## config.mk

```make
export PLATFORM = sky130hd
export DESIGN_NAME = ps2_keyboard_rx_fifo
export DESIGN_NICKNAME = d
export VERILOG_FILES = /design/src/rtl/ps2_keyboard_rx_fifo.sv
export SDC_FILE = /design/constraint.sdc
export NUM_CORES = 1
export LEC_CHECK = 0
export ABC_AREA = 1
export CAP_MARGIN = 20
export CORE_ASPECT_RATIO = 0.7
export CORE_UTILIZATION = 50
export CTS_CLUSTER_SIZE = 14
export DETAILED_ROUTE_END_ITERATION = 10
export PLACE_DENSITY = 0.68
export SKIP_CTS_REPAIR_TIMING = 1
export SLEW_MARGIN = 5
export SYNTH_ARGS = -nofsm -noshare
export SYNTH_HDL_FRONTEND = slang
export SYNTH_SLANG_ARGS = --single-unit
```

## constraint.sdc

```tcl
create_clock -name clk -period 4.7 [get_ports clk]
set_clock_uncertainty 0.15 [all_clocks]
set_input_delay 0.94 -clock clk [delete_from_list [all_inputs] [get_ports clk]]
set_output_delay 0.94 -clock clk [all_outputs]
set_load 0.02 [all_outputs]
```

## src/rtl/ps2_keyboard_rx_fifo.sv

```systemverilog
// PS/2 keyboard receiver: synchroniser + clock deglitch, 11-bit frame checker
// with timeout, E0/F0 prefix folding into 10-bit key events, and a
// first-word-fall-through event FIFO with valid/ready pop and sticky overflow.
module ps2_keyboard_rx_fifo #(
  parameter int FILT_LEN    = 8,
  parameter int TIMEOUT_CYC = 100000,
  parameter int FIFO_DEPTH  = 8,
  localparam int CW = $clog2(FIFO_DEPTH) + 1
) (
  input  logic          clk,
  input  logic          rst,
  input  logic          ps2_clk,
  input  logic          ps2_data,
  output logic [9:0]    ev_data,
  output logic          ev_valid,
  input  logic          ev_ready,
  output logic [CW-1:0] fifo_count,
  output logic          overflow,
  input  logic          clr_flags,
  output logic          err_parity,
  output logic          err_frame,
  output logic          err_timeout
);
  localparam int FW = $clog2(FILT_LEN + 1);
  localparam int TW = $clog2(TIMEOUT_CYC + 1);
  localparam int AW = $clog2(FIFO_DEPTH);

  typedef enum logic [1:0] {IDLE, DATA, PARITY, STOP} state_t;

  // ---------------- input conditioning ----------------
  logic          clk_s1, clk_s2, dat_s1, dat_s2;
  logic          filt, filt_prev;
  logic [FW-1:0] filt_cnt;
  logic          fall;

  // Two-flop synchronisers; filtered clock only follows after FILT_LEN equal samples.
  always_ff @(posedge clk) begin
    if (rst) begin
      clk_s1 <= 1'b1; clk_s2 <= 1'b1;
      dat_s1 <= 1'b1; dat_s2 <= 1'b1;
      filt <= 1'b1; filt_prev <= 1'b1;
      filt_cnt <= '0;
    end else begin
      clk_s1 <= ps2_clk;  clk_s2 <= clk_s1;
      dat_s1 <= ps2_data; dat_s2 <= dat_s1;
      filt_prev <= filt;
      if (clk_s2 == filt)
        filt_cnt <= '0;
      else if (filt_cnt == FW'(FILT_LEN - 1)) begin
        filt     <= clk_s2;
        filt_cnt <= '0;
      end else
        filt_cnt <= filt_cnt + FW'(1);
    end
  end

  assign fall = filt_prev & ~filt;

  // ---------------- frame FSM ----------------
  state_t        state, state_d;
  logic [2:0]    bit_idx, bit_idx_d;
  logic [7:0]    shreg, shreg_d;
  logic          par_ok, par_ok_d;
  logic [TW-1:0] tmo, tmo_d;
  logic          ep_d, ef_d, et_d, byte_vld, byte_vld_d;

  // State register plus registered error/accept pulses.
  always_ff @(posedge clk) begin
    if (rst) begin
      state <= IDLE; bit_idx <= '0; shreg <= '0; par_ok <= 1'b0; tmo <= '0;
      err_parity <= 1'b0; err_frame <= 1'b0; err_timeout <= 1'b0; byte_vld <= 1'b0;
    end else begin
      state <= state_d; bit_idx <= bit_idx_d; shreg <= shreg_d;
      par_ok <= par_ok_d; tmo <= tmo_d;
      err_parity <= ep_d; err_frame <= ef_d; err_timeout <= et_d; byte_vld <= byte_vld_d;
    end
  end

  // Next-state: bits move only on filtered falling edges; timeout runs mid-frame.
  always_comb begin
    state_d = state; bit_idx_d = bit_idx; shreg_d = shreg; par_ok_d = par_ok;
    tmo_d = tmo; ep_d = 1'b0; ef_d = 1'b0; et_d = 1'b0; byte_vld_d = 1'b0;
    if (fall) begin
      tmo_d = '0;
      case (state)
        IDLE: begin
          if (!dat_s2) begin
            state_d = DATA; bit_idx_d = '0;
          end else
            ef_d = 1'b1;
        end
        DATA: begin
          shreg_d   = {dat_s2, shreg[7:1]};
          bit_idx_d = bit_idx + 3'd1;
          if (bit_idx == 3'd7) state_d = PARITY;
        end
        PARITY: begin
          par_ok_d = ^shreg ^ dat_s2;
          state_d  = STOP;
        end
        default: begin
          state_d = IDLE;
          if (!dat_s2)      ef_d = 1'b1;
          else if (!par_ok) ep_d = 1'b1;
          else              byte_vld_d = 1'b1;
        end
      endcase
    end else if (state != IDLE) begin
      if (tmo == TW'(TIMEOUT_CYC - 1)) begin
        et_d = 1'b1; state_d = IDLE; tmo_d = '0;
      end else
        tmo_d = tmo + TW'(1);
    end else
      tmo_d = '0;
  end

  // ---------------- prefix decode ----------------
  logic       expand, brk, err_any, push;
  logic [9:0] push_data;

  assign err_any   = err_parity | err_frame | err_timeout;
  assign push      = byte_vld && shreg != 8'hE0 && shreg != 8'hF0;
  assign push_data = {expand, brk, shreg};

  // Prefix flags: set by E0/F0, consumed by the next key byte, dropped on any error.
  always_ff @(posedge clk) begin
    if (rst || err_any) begin
      expand <= 1'b0; brk <= 1'b0;
    end else if (byte_vld) begin
      if (shreg == 8'hE0)      expand <= 1'b1;
      else if (shreg == 8'hF0) brk    <= 1'b1;
      else begin
        expand <= 1'b0; brk <= 1'b0;
      end
    end
  end

  // ---------------- event FIFO ----------------
  logic [9:0]    mem [FIFO_DEPTH];
  logic [AW-1:0] wr_ptr, rd_ptr;
  logic          pop, full, do_push;

  assign ev_valid = fifo_count != '0;
  assign full     = fifo_count == CW'(FIFO_DEPTH);
  assign pop      = ev_valid & ev_ready;
  assign do_push  = push & (~full | pop);
  assign ev_data  = ev_valid ? mem[rd_ptr] : '0;

  // Storage array; contents are don't-care while empty since ev_data is masked.
  always_ff @(posedge clk) begin
    if (do_push) mem[wr_ptr] <= push_data;
  end

  // Pointers, occupancy and sticky overflow (a new overflow beats clr_flags).
  always_ff @(posedge clk) begin
    if (rst) begin
      wr_ptr <= '0; rd_ptr <= '0; fifo_count <= '0; overflow <= 1'b0;
    end else begin
      if (do_push) wr_ptr <= wr_ptr + AW'(1);
      if (pop)     rd_ptr <= rd_ptr + AW'(1);
      case ({do_push, pop})
        2'b10:   fifo_count <= fifo_count + CW'(1);
        2'b01:   fifo_count <= fifo_count - CW'(1);
        default: fifo_count <= fifo_count;
      endcase
      if (push && !do_push) overflow <= 1'b1;
      else if (clr_flags)   overflow <= 1'b0;
    end
  end
endmodule

```

==> results of run 1 <==
per-layer routing:
metal / wire length (microns) / up-vias / part of all wire / global-route usage
li1: - / 2085 / - / -
met1: 5880 / 2034 / 0.47 / 0.304
met2: 5600 / 161 / 0.45 / 0.343
met3: 888 / 18 / 0.071 / 0.0499
met4: 124 / 0 / 0.0099 / 0.0688
met5: 0 / - / 0 / 0
synthesized netlist by cell type (all sizes together) (3+ instances only):
master    n  share of area
a31oi    10          0.011
nor3      6         0.0051
dfxtp    61           0.21
edfxtp   80           0.41
ha       17          0.036
xor2     10          0.015
xnor2     4         0.0059
buf       5         0.0040
or2       7         0.0074
nand2    63          0.045
inv      56          0.036
nand4     8         0.0095
nor2    125          0.084
o21ai    69          0.058
clkbuf   15         0.0095
a21oi    23          0.020
nand3    20          0.019
o22ai    11          0.012
nor3b     3         0.0046
final timing paths:
kind | start | endpoint | cells after the start
worst max-delay path | flip-flop | ev_data[1] | 5
worst min-delay path | dat_s1$_SDFF_PP1_ | dat_s2$_SDFF_PP1_ | 1
worst max register to register | shreg[2]$_SDFFE_PP0P_ | mem[4][4]$_DFFE_PP_ | 9
worst min register to register | dat_s1$_SDFF_PP1_ | dat_s2$_SDFF_PP1_ | 1
cells by family after synthesis:
family / Yosys count / share of synthesized area
AO/OA/AOI/OAI: 116 / 0.105
XOR/XNOR: 14 / 0.0207
adder cells (fa/ha/maj): 18 / 0.0393
buffers and inverters: 76 / 0.0494
flip-flops: 141 / 0.611
AND/OR/NAND/NOR: 233 / 0.175
layout make-up:
class	instances	area [sq um]	share of cell area
inverters	56	213	0.0305
clock buffers	21	493	0.0707
flip-flops and latches	141	3620	0.520
multi-input cells	381	2010	0.289
clock inverters	11	160	0.0230
well taps	153	191	0.0275
repair buffers	29	278	0.0399
cell usage in the layout (no fill, tap or decap), drive strengths merged, types with 3 or more instances in the layout:
cell and instances:
a21oi 23, a31oi 10, buf 5, bufinv 4
clkbuf 21, clkdlybuf4s50 24, clkinv 6, dfxtp 61
edfxtp 80, ha 17, inv 56, nand2 63
nand3 20, nand4 8, nor2 125, nor3 6
nor3b 3, o21ai 69, o22ai 11, or2 7
xnor2 4, xor2 10
sequential cells by signal, indices dropped and copies added, names as in the netlist, 2 cells and up, named ones only:
register,cells
mem,80
rd_ptr,3
state,2
fifo_count,4
shreg,8
bit_idx,3
wr_ptr,3
filt_cnt,4
tmo,17
critical path: cells and delay by family (launching register included):
family	cells	cell delay, ns
flops	1	0.73
compound gates	2	0.36
buf+inv	2	1.14
simple gates	1	0.19
power by group:
group	internal (mW)	switching, mW
combinational	0.00705	0.00785
clock	0.962	0.499
sequential	1.29	0.00122
total	2.26	0.508
through the flow:
stage	hold slack [ns]	total power, mW	worst slack [ns]	cell area, sq um
floorplan	0.239	1.33	2.06	5930
global placement	0.251	1.33	1.27	6310
detailed placement	0.248	1.33	1.19	6310
CTS	0.262	2.78	0.761	6960
global route	0.281	2.83	0.456	6970
finish	0.262	2.77	0.778	6970
==> results.md, run 1 <==
* Layout cells sized above 1 at 0.105
* GR Overflow Total at 0
* Vias in the first global route at 4109
* ANT nets after route at 0
* Via density at 5.43
* Routed WL per cell at 15.8 microns
* Number of port buffers at 24
* Residual DRC at 0
* F_max at 0.255 GHz
* Crit path largest cell delay at 0.73 ns
* Lkg Pwr at 2.68 nW
* Setup TNS at 0 ns
* Slowest-stage cell, CP: dfxtp_1
* GPL Wtd Cong at 0.864
* Initial antenna violation count at 0
* DPL Wire Length at 8.39 mm
* Mapped Area at 0.00593 sq mm
* H-tree depth at 4
* Syn_nets at 622
* Die width at 132 microns
* Power Density at 397 mW/mm^2
* Register area share after synthesis at 0.611
* Worst path cell trace: inv_1 -> nor2_1 -> o21ai_0 -> a31oi_1 -> clkdlybuf4s50_1
* Starting density of the core at 0.525
* Final net count at 650
* First-pass DRT Iterations at 5
* Min cycle time layout at 3.92 ns
* Worst EP arrival at 2.83 ns
* Outcome: complete, no violations
* # placed instances at 759
* Yosys reg bits at 141
* CTS Buffer Depth at 2
* Setup Crit Path Kind: reg2out
* Die area at 0.0123 sq mm
* Worst slew margin at 0.292
* CP startpoint kind: flip-flop
* Asr flop ratio synth at 0
* Ys flop type: edfxtp_1
* Syn. warnings at 0
* Global-route wire length before repair at 20.5 mm
* DRT iter0 DRCs at 486
* Total Wirelength at 12.5 mm
* Largest net degree at the start of global routing at 41
* CP Capture Type: primary output
* Final core occ at 0.617
* Cells after Synth at 598
* Syn Area/Cell at 9.91 sq um
* Clock latency on the worst-skew pair at 0.41 ns
* Clk root buf: clkbuf_16
* CORE AREA at 0.0113 sq mm
* Die H at 93.1 microns
* Via count at 4298
* Crit-path max FO at 21
* Post-synth EDFFs at 80
* Num CTS Buffers at 17
* Max-cap violation count at 0
* Worst hold path class: reg2reg
* Antenna cell count at 0
* Total global routing track utilization at 0.219
* R2r setup slk at 1.63 ns
* Hold Vio Cnt, Final at 0
* Area grow syn2layout at 17.6%
* # clock sinks at 141
* TritonCTS clock tree: done
* Clock transition at the registers of the reported paths at 0.06 ns
* Worst IR drop on VDD at 0.276 mV
* I/O pin total at 25
* Worst Path Required at 3.61 ns
* Pins Over Slew Limit at 0
* Filler cells at 903
* Non-filler cells, final at 792
* Cell Rows at 32
* Post-synth cell types at 37
* Final setup fails at 0
* RSZ-0062 raised after global routing: no
* Worst Tran Pin Value at 1.06 ns
* Final period utilization at 0.834
Note: power is estimated with default switching activity, not from simulation.
==> run 2: changes to the inputs <==
--- a/config.mk
+++ b/config.mk
@@ -11,7 +11,7 @@
 export CORE_UTILIZATION = 50
 export CTS_CLUSTER_SIZE = 14
 export DETAILED_ROUTE_END_ITERATION = 10
-export PLACE_DENSITY = 0.68
+export PLACE_DENSITY = 0.7
 export SKIP_CTS_REPAIR_TIMING = 1
 export SLEW_MARGIN = 5
 export SYNTH_ARGS = -nofsm -noshare
==> constraint.sdc (replaced) <==
create_clock -name clk -period 3.25 [get_ports clk]
set_clock_uncertainty 0.15 [all_clocks]
set_input_delay 0.65 -clock clk [delete_from_list [all_inputs] [get_ports clk]]
set_output_delay 0.65 -clock clk [all_outputs]
set_load 0.02 [all_outputs]
==> run 2 against run 1 <==
Compared with the run above: sequential cell count did not move; setup slack got worse by 0.63 ns; critical endpoint is now ev_data[0]; first-iteration DRC count fell by 4.3%; global-route usage rose by 0.11 points; power rose by 43%; final cell count rose by 1.5%; clock power rose by 41%; clock-buffer cell count fell by 4; wire length rose by 0.16%; critical path depth did not move; worst hold slack improved by 0.0038 ns; highest routed layer unchanged.
==> results.md, run 2 (synthesis gave the netlist of run 1 again) <==
* Outcome: complete, no violations
* R2r worst-path depth at 17
* Num CTS Buffers at 17
* Residual DRC at 0
* Largest net degree at the start of global routing at 31
* Area grow syn2layout at 19.1%
* DRT iter0 DRCs at 465
* ANT nets after route at 0
* Worst slew margin at 0.607
* Vias in the first global route at 4213
* P_int at 3.18 mW
* Met2 WL at 5.79 mm
* Total global routing track utilization at 0.220
* Antenna cell count at 0
* Largest regs: mem: 80 flops, tmo: 17 flops, shreg: 8 flops
* Min-delay src: dat_s1$_SDFF_PP1_
* Crit path largest cell delay at 0.63 ns
* Die area at 0.0123 sq mm
* R2r startpoint: shreg[3]$_SDFFE_PP0P_
* Initial antenna violation count at 0
* Pins Over Slew Limit at 0
* RSZ-0062 raised after global routing: no
* Via density at 5.39
* Comb power frac at 0.006
* Worst IR drop on VDD at 0.466 mV
* Layout cells sized above 1 at 0.127
* Worst Tran Pin Value at 0.589 ns
* Clock latency on the worst-skew pair at 0.41 ns
* DPL Wire Length at 8.66 mm
* Final net count at 662
* Sw Share at 0.197
* Commonest cells after routing, fill and taps aside: 118 x nor2_1, 80 x edfxtp_1, 66 x o21ai_0
* Largest register FFs at 80
* Die width at 132 microns
* Die H at 93.1 microns
* Clk root buf: clkbuf_16
* Top Layer Used: met4
* Final instance area at 0.00706 sq mm
* Worst EP arrival at 2.30 ns
* Hold WS at 0.266 ns
* Min cycle time layout at 3.10 ns
* CP Capture Type: primary output
* Crit-path max FO at 20
* Final setup fails at 0
* # placed instances at 772
* Number of port buffers at 24
* Power Density at 560 mW/mm^2
* Hold Vio Cnt, Final at 0
* Worst Path Required at 2.45 ns
* Routed WL per cell at 15.6 microns
* Clock transition at the registers of the reported paths at 0.06 ns
* Lkg Pwr at 2.74 nW
* GPL Wtd Cong at 0.881
* Most common cell after layout, fill and taps aside: nor2_1
* Dpl cell area at 0.00641 sq mm
* Non-filler cells, final at 804
* F_max at 0.322 GHz
* # clock sinks at 141
* Reg-to-reg endpoint: fifo_count[3]$_SDFFE_PP0P_
* R2r setup slk at 0.52 ns
* Hold EP: dat_s2$_SDFF_PP1_
* TritonCTS clock tree: done
* Starting density of the core at 0.525
* Max-cap violation count at 0
* Cell Rows at 32
* Switching pwr at 0.780 mW
* Worst hold path depth at 1
* Setup TNS at 0 ns
* CP startpoint kind: flip-flop
* I/O pin total at 25
* CORE AREA at 0.0113 sq mm
* Register share of total power at 0.473
* Via count at 4336
* Setup Crit Path Kind: reg2out
* Final period utilization at 0.955
* Global-route wire length before repair at 20.6 mm
* First-pass DRT Iterations at 5
* GR Overflow Total at 0
* CTS Buffer Depth at 2
* Clock power frac at 0.521
* H-tree depth at 4
* Worst hold path class: reg2reg
* Met1 WL at 5.72 mm
* Met3 Routed Length at 855 microns
* Worst path cell trace: clkinvlp_4 -> nor2_1 -> o21ai_0 -> a31oi_1 -> clkdlybuf4s50_1
* Total Wirelength at 12.5 mm
* Slowest-stage cell, CP: clkdlybuf4s50_1
* Biggest register: mem
## run 2: cell types whose count changed in the layout (fill, tap and decap cells not counted), sizes merged
cell	previous run	this run
clkdlybuf4s50	24	23
clkinvlp	1	5
clkbuf	21	17
buf	5	17
clkinv	6	2
inv	56	60
dlymetal6s2s	0	1
## run 2: cell type report
class | count | area, sq um
repair buffers | 41 | 378
clock inverters | 15 | 209
well taps | 153 | 191
flip-flops and latches | 141 | 3620
inverters | 56 | 219
multi-input cells | 381 | 2010
fillers | 914 | 4230
clock buffers | 17 | 425
## run 2: worst max path at each step
| stage | to | cells after the start | slack, ns |
|---|---|---|---|
| after global placement | ev_data[9] | 5 | 0.57 |
| final | ev_data[0] | 5 | 0.15 |
| after floorplan | ev_data[0] | 5 | 0.90 |
| after global routing | ev_data[0] | 5 | 0.02 |
| after detailed placement | ev_data[5] | 6 | 0.51 |
| after CTS | ev_data[4] | 6 | 0.02 |
## run 2: power by group through the flow
stage,registers (mW),logic [mW],clock network (mW)
global placement,1.91,0.0225,0
CTS,1.87,0.0231,2.09
floorplan,1.91,0.0113,0
detailed placement,1.91,0.0231,0
global route,1.87,0.0257,2.17
finish,1.87,0.0229,2.06
## run 2: critical path, delay by kind of cell (launching register included)
kind / cells / cell delay, ns
compound gates: 2 / 0.31
buf+inv: 2 / 0.96
flops: 1 / 0.40
simple gates: 1 / 0.23
## run 2: metal layers
| layer | GRT usage | up-vias |
|---|---|---|
| met4 | 0.0775 | 0 |
| met2 | 0.349 | 152 |
| li1 | - | 2111 |
| met5 | 0 | - |
| met3 | 0.0526 | 18 |
| met1 | 0.297 | 2055 |
## run 2: per-stage QoR
stage | total power [mW] | setup WS (ns) | utilization
floorplan | 1.92 | 0.901 | -
global placement | 1.93 | 0.569 | 0.567
detailed placement | 1.93 | 0.508 | 0.567
CTS | 3.98 | 0.0173 | 0.624
global route | 4.06 | 0.0180 | 0.625
finish | 3.95 | 0.147 | 0.625
==> run 3: changes to the inputs <==
--- a/config.mk
+++ b/config.mk
@@ -6,12 +6,11 @@
 export NUM_CORES = 1
 export LEC_CHECK = 0
 export ABC_AREA = 1
-export CAP_MARGIN = 20
 export CORE_ASPECT_RATIO = 0.7
 export CORE_UTILIZATION = 50
 export CTS_CLUSTER_SIZE = 14
 export DETAILED_ROUTE_END_ITERATION = 10
-export PLACE_DENSITY = 0.7
+export PLACE_DENSITY_LB_ADDON = 0.2
 export SKIP_CTS_REPAIR_TIMING = 1
 export SLEW_MARGIN = 5
 export SYNTH_ARGS = -nofsm -noshare
==> run 3 against run 2 <==
Compared with the run above: setup slack improved by 0.029 ns; sequential share of layout area increased by 0.11 points; global-route usage is 0.12 points lower; largest cell class unchanged.
==> results.md, run 3 (synthesis gave the netlist of run 1 again) <==
* Comb power frac at 0.006
* R2r setup slk at 0.47 ns
* Die width at 132 microns
* Setup TNS at 0 ns
* Crit path largest cell delay at 0.65 ns
* Worst EP arrival at 2.27 ns
* Starting density of the core at 0.525
* Num CTS Buffers at 17
* Routed WL per cell at 16.0 microns
* Worst IR drop on VDD at 0.492 mV
* I/O pin total at 25
* Met3 Routed Length at 678 microns
* RSZ-0062 raised after global routing: no
* Outcome: complete, no violations
* ANT nets after route at 0
* CORE AREA at 0.0113 sq mm
* Final core occ at 0.624
* F_max at 0.325 GHz
* Setup Crit Path Kind: reg2out
* Worst path cell trace: buf_4 -> o21ai_0 -> o22ai_1 -> o21ai_0 -> a31oi_1 -> clkdlybuf4s50_1
* Via density at 5.36
* Min cycle time layout at 3.07 ns
* First-pass DRT Iterations at 5
* Area of the multi-input gates at 0.00201 sq mm
* Hold Vio Cnt, Final at 0
* Top cell by count, worst path: o21ai_0
* Sw Share at 0.186
* R2r startpoint: shreg[3]$_SDFFE_PP0P_
* H-tree depth at 4
* GR Overflow Total at 0
* Filler cells at 880
* Initial antenna violation count at 0
* Register area at 0.00363 sq mm
* Met1 WL at 6.38 mm
* GPL Wtd Cong at 0.905
* Residual DRC at 0
* DPL Wire Length at 8.76 mm
* Global-route wire length before repair at 20.2 mm
* Slowest-stage cell, CP: clkdlybuf4s50_1
* Post-route setup slack at 0.176 ns
* Switching pwr at 0.724 mW
* Max-cap violation count at 0
* Lkg Pwr at 2.73 nW
* CP startpoint kind: flip-flop
* Total Wirelength at 12.9 mm
* Pins Over Slew Limit at 0
* Via count at 4324
* Reg-to-reg endpoint: fifo_count[3]$_SDFFE_PP0P_
* TritonCTS clock tree: done
* Commonest cells after routing, fill and taps aside: 118 x nor2_1, 80 x edfxtp_1, 66 x o21ai_0
* CP Capture Type: primary output
* WP depth at 6
* DRT iter0 DRCs at 430
* Clock latency on the worst-skew pair at 0.41 ns
* Pre-CTS WS at 0.483 ns
* Final net count at 665
* Register share of total power at 0.482
* Vias in the first global route at 3944
* Total global routing track utilization at 0.219
* Critical path endpoint: ev_data[8]
* Final period utilization at 0.946
* Worst hold path class: reg2reg
* Most common cell after layout, fill and taps aside: nor2_1
* Number of port buffers at 24
* P_int at 3.16 mW
* Antenna cell count at 0
* Worst slew margin at 0.701
* Clock transition at the registers of the reported paths at 0.06 ns
* Top delay family on crit path: buffers and inverters
* Worst Path Required at 2.45 ns
* Top Layer Used: met4
* Final setup fails at 0
* Hold WS at 0.261 ns
* Clk root buf: clkbuf_16
* Die area at 0.0123 sq mm
* Cell Rows at 32
* R2r worst-path depth at 17
* CTS Buffer Depth at 2
* Worst Tran Pin Value at 0.437 ns
* Clock power frac at 0.512
* Critical path buffer and inverter count at 2
* # clock sinks at 141
* Biggest register: mem
* Die H at 93.1 microns
* Layout cells sized above 1 at 0.127
* Area grow syn2layout at 18.9%
* Largest regs: mem: 80 flops, tmo: 17 flops, shreg: 8 flops
* Crit-path max FO at 12
* Met2 WL at 5.70 mm
* Largest register FFs at 80
* Power Density at 551 mW/mm^2
* Largest net degree at the start of global routing at 25
run 3: cell types whose count changed in the layout (fill, tap and decap cells not counted), sizes merged:
cell           previous run  this run
clkinv                    2         6
clkdlybuf4s50            23        24
inv                      60        56
buf                      17        20
dlymetal6s2s              1         0
clkbuf                   17        20
clkinvlp                  5         2
run 3: final cells by class:
cell class | count | share of cell area
timing repair buffer | 44 | 0.0559
clock buffer | 20 | 0.0620
clock inverter | 12 | 0.0243
sequential | 141 | 0.515
multi-input combinational | 381 | 0.285
tap | 153 | 0.0272
inverter | 56 | 0.0305
run 3: stage by stage:
step           total power [mW]  instance area [sq um]  instances
6_report                   3.88                   7050        807
5_1_grt                    3.98                   7050        807
4_1_cts                    3.92                   7040        807
3_5_place_dp               1.93                   6430        775
3_3_place_gp               1.93                   6430        775
2_1_floorplan              1.92                   5930        598
run 3: power groups by stage:
stage / clock network, mW / registers (mW) / logic [mW]
finish: 1.99 / 1.87 / 0.0235
global route: 2.08 / 1.87 / 0.0261
CTS: 2.02 / 1.87 / 0.0236
global placement: 0 / 1.91 / 0.0233
detailed placement: 0 / 1.91 / 0.0235
floorplan: 0 / 1.91 / 0.0113
run 3: worst reg2reg max path: stages (launching register included):
cell and delay [ns]:
dfxtp_1 0.57, inv_1 0.12, ha_1 0.22, nand2_1 0.09, inv_1 0.04, nand2_1 0.14
nand3_2 0.20, nand2_4 0.14, inv_1 0.07, ha_1 0.34, nand3_1 0.09, nand3_1 0.11
inv_1 0.05, nand2_1 0.09, nand2_1 0.06, nor2_1 0.10, nor2_1 0.05, nor2_1 0.10
run 3: worst min-delay path by stage:
stage | depth (start not counted) | from | end
2_1_floorplan | 1 | clk_s1$_SDFF_PP1_ | clk_s2$_SDFF_PP1_
3_3_place_gp | 1 | dat_s1$_SDFF_PP1_ | dat_s2$_SDFF_PP1_
3_5_place_dp | 1 | dat_s1$_SDFF_PP1_ | dat_s2$_SDFF_PP1_
4_1_cts | 1 | dat_s1$_SDFF_PP1_ | dat_s2$_SDFF_PP1_
5_1_grt | 1 | dat_s1$_SDFF_PP1_ | dat_s2$_SDFF_PP1_
6_report | 1 | dat_s1$_SDFF_PP1_ | dat_s2$_SDFF_PP1_
run 3: per-layer routing:
metal  up-vias  GRT usage
met2       123      0.333
met1      2068      0.313
li1       2119          -
met4         0     0.0775
met3        14     0.0428
met5         -          0
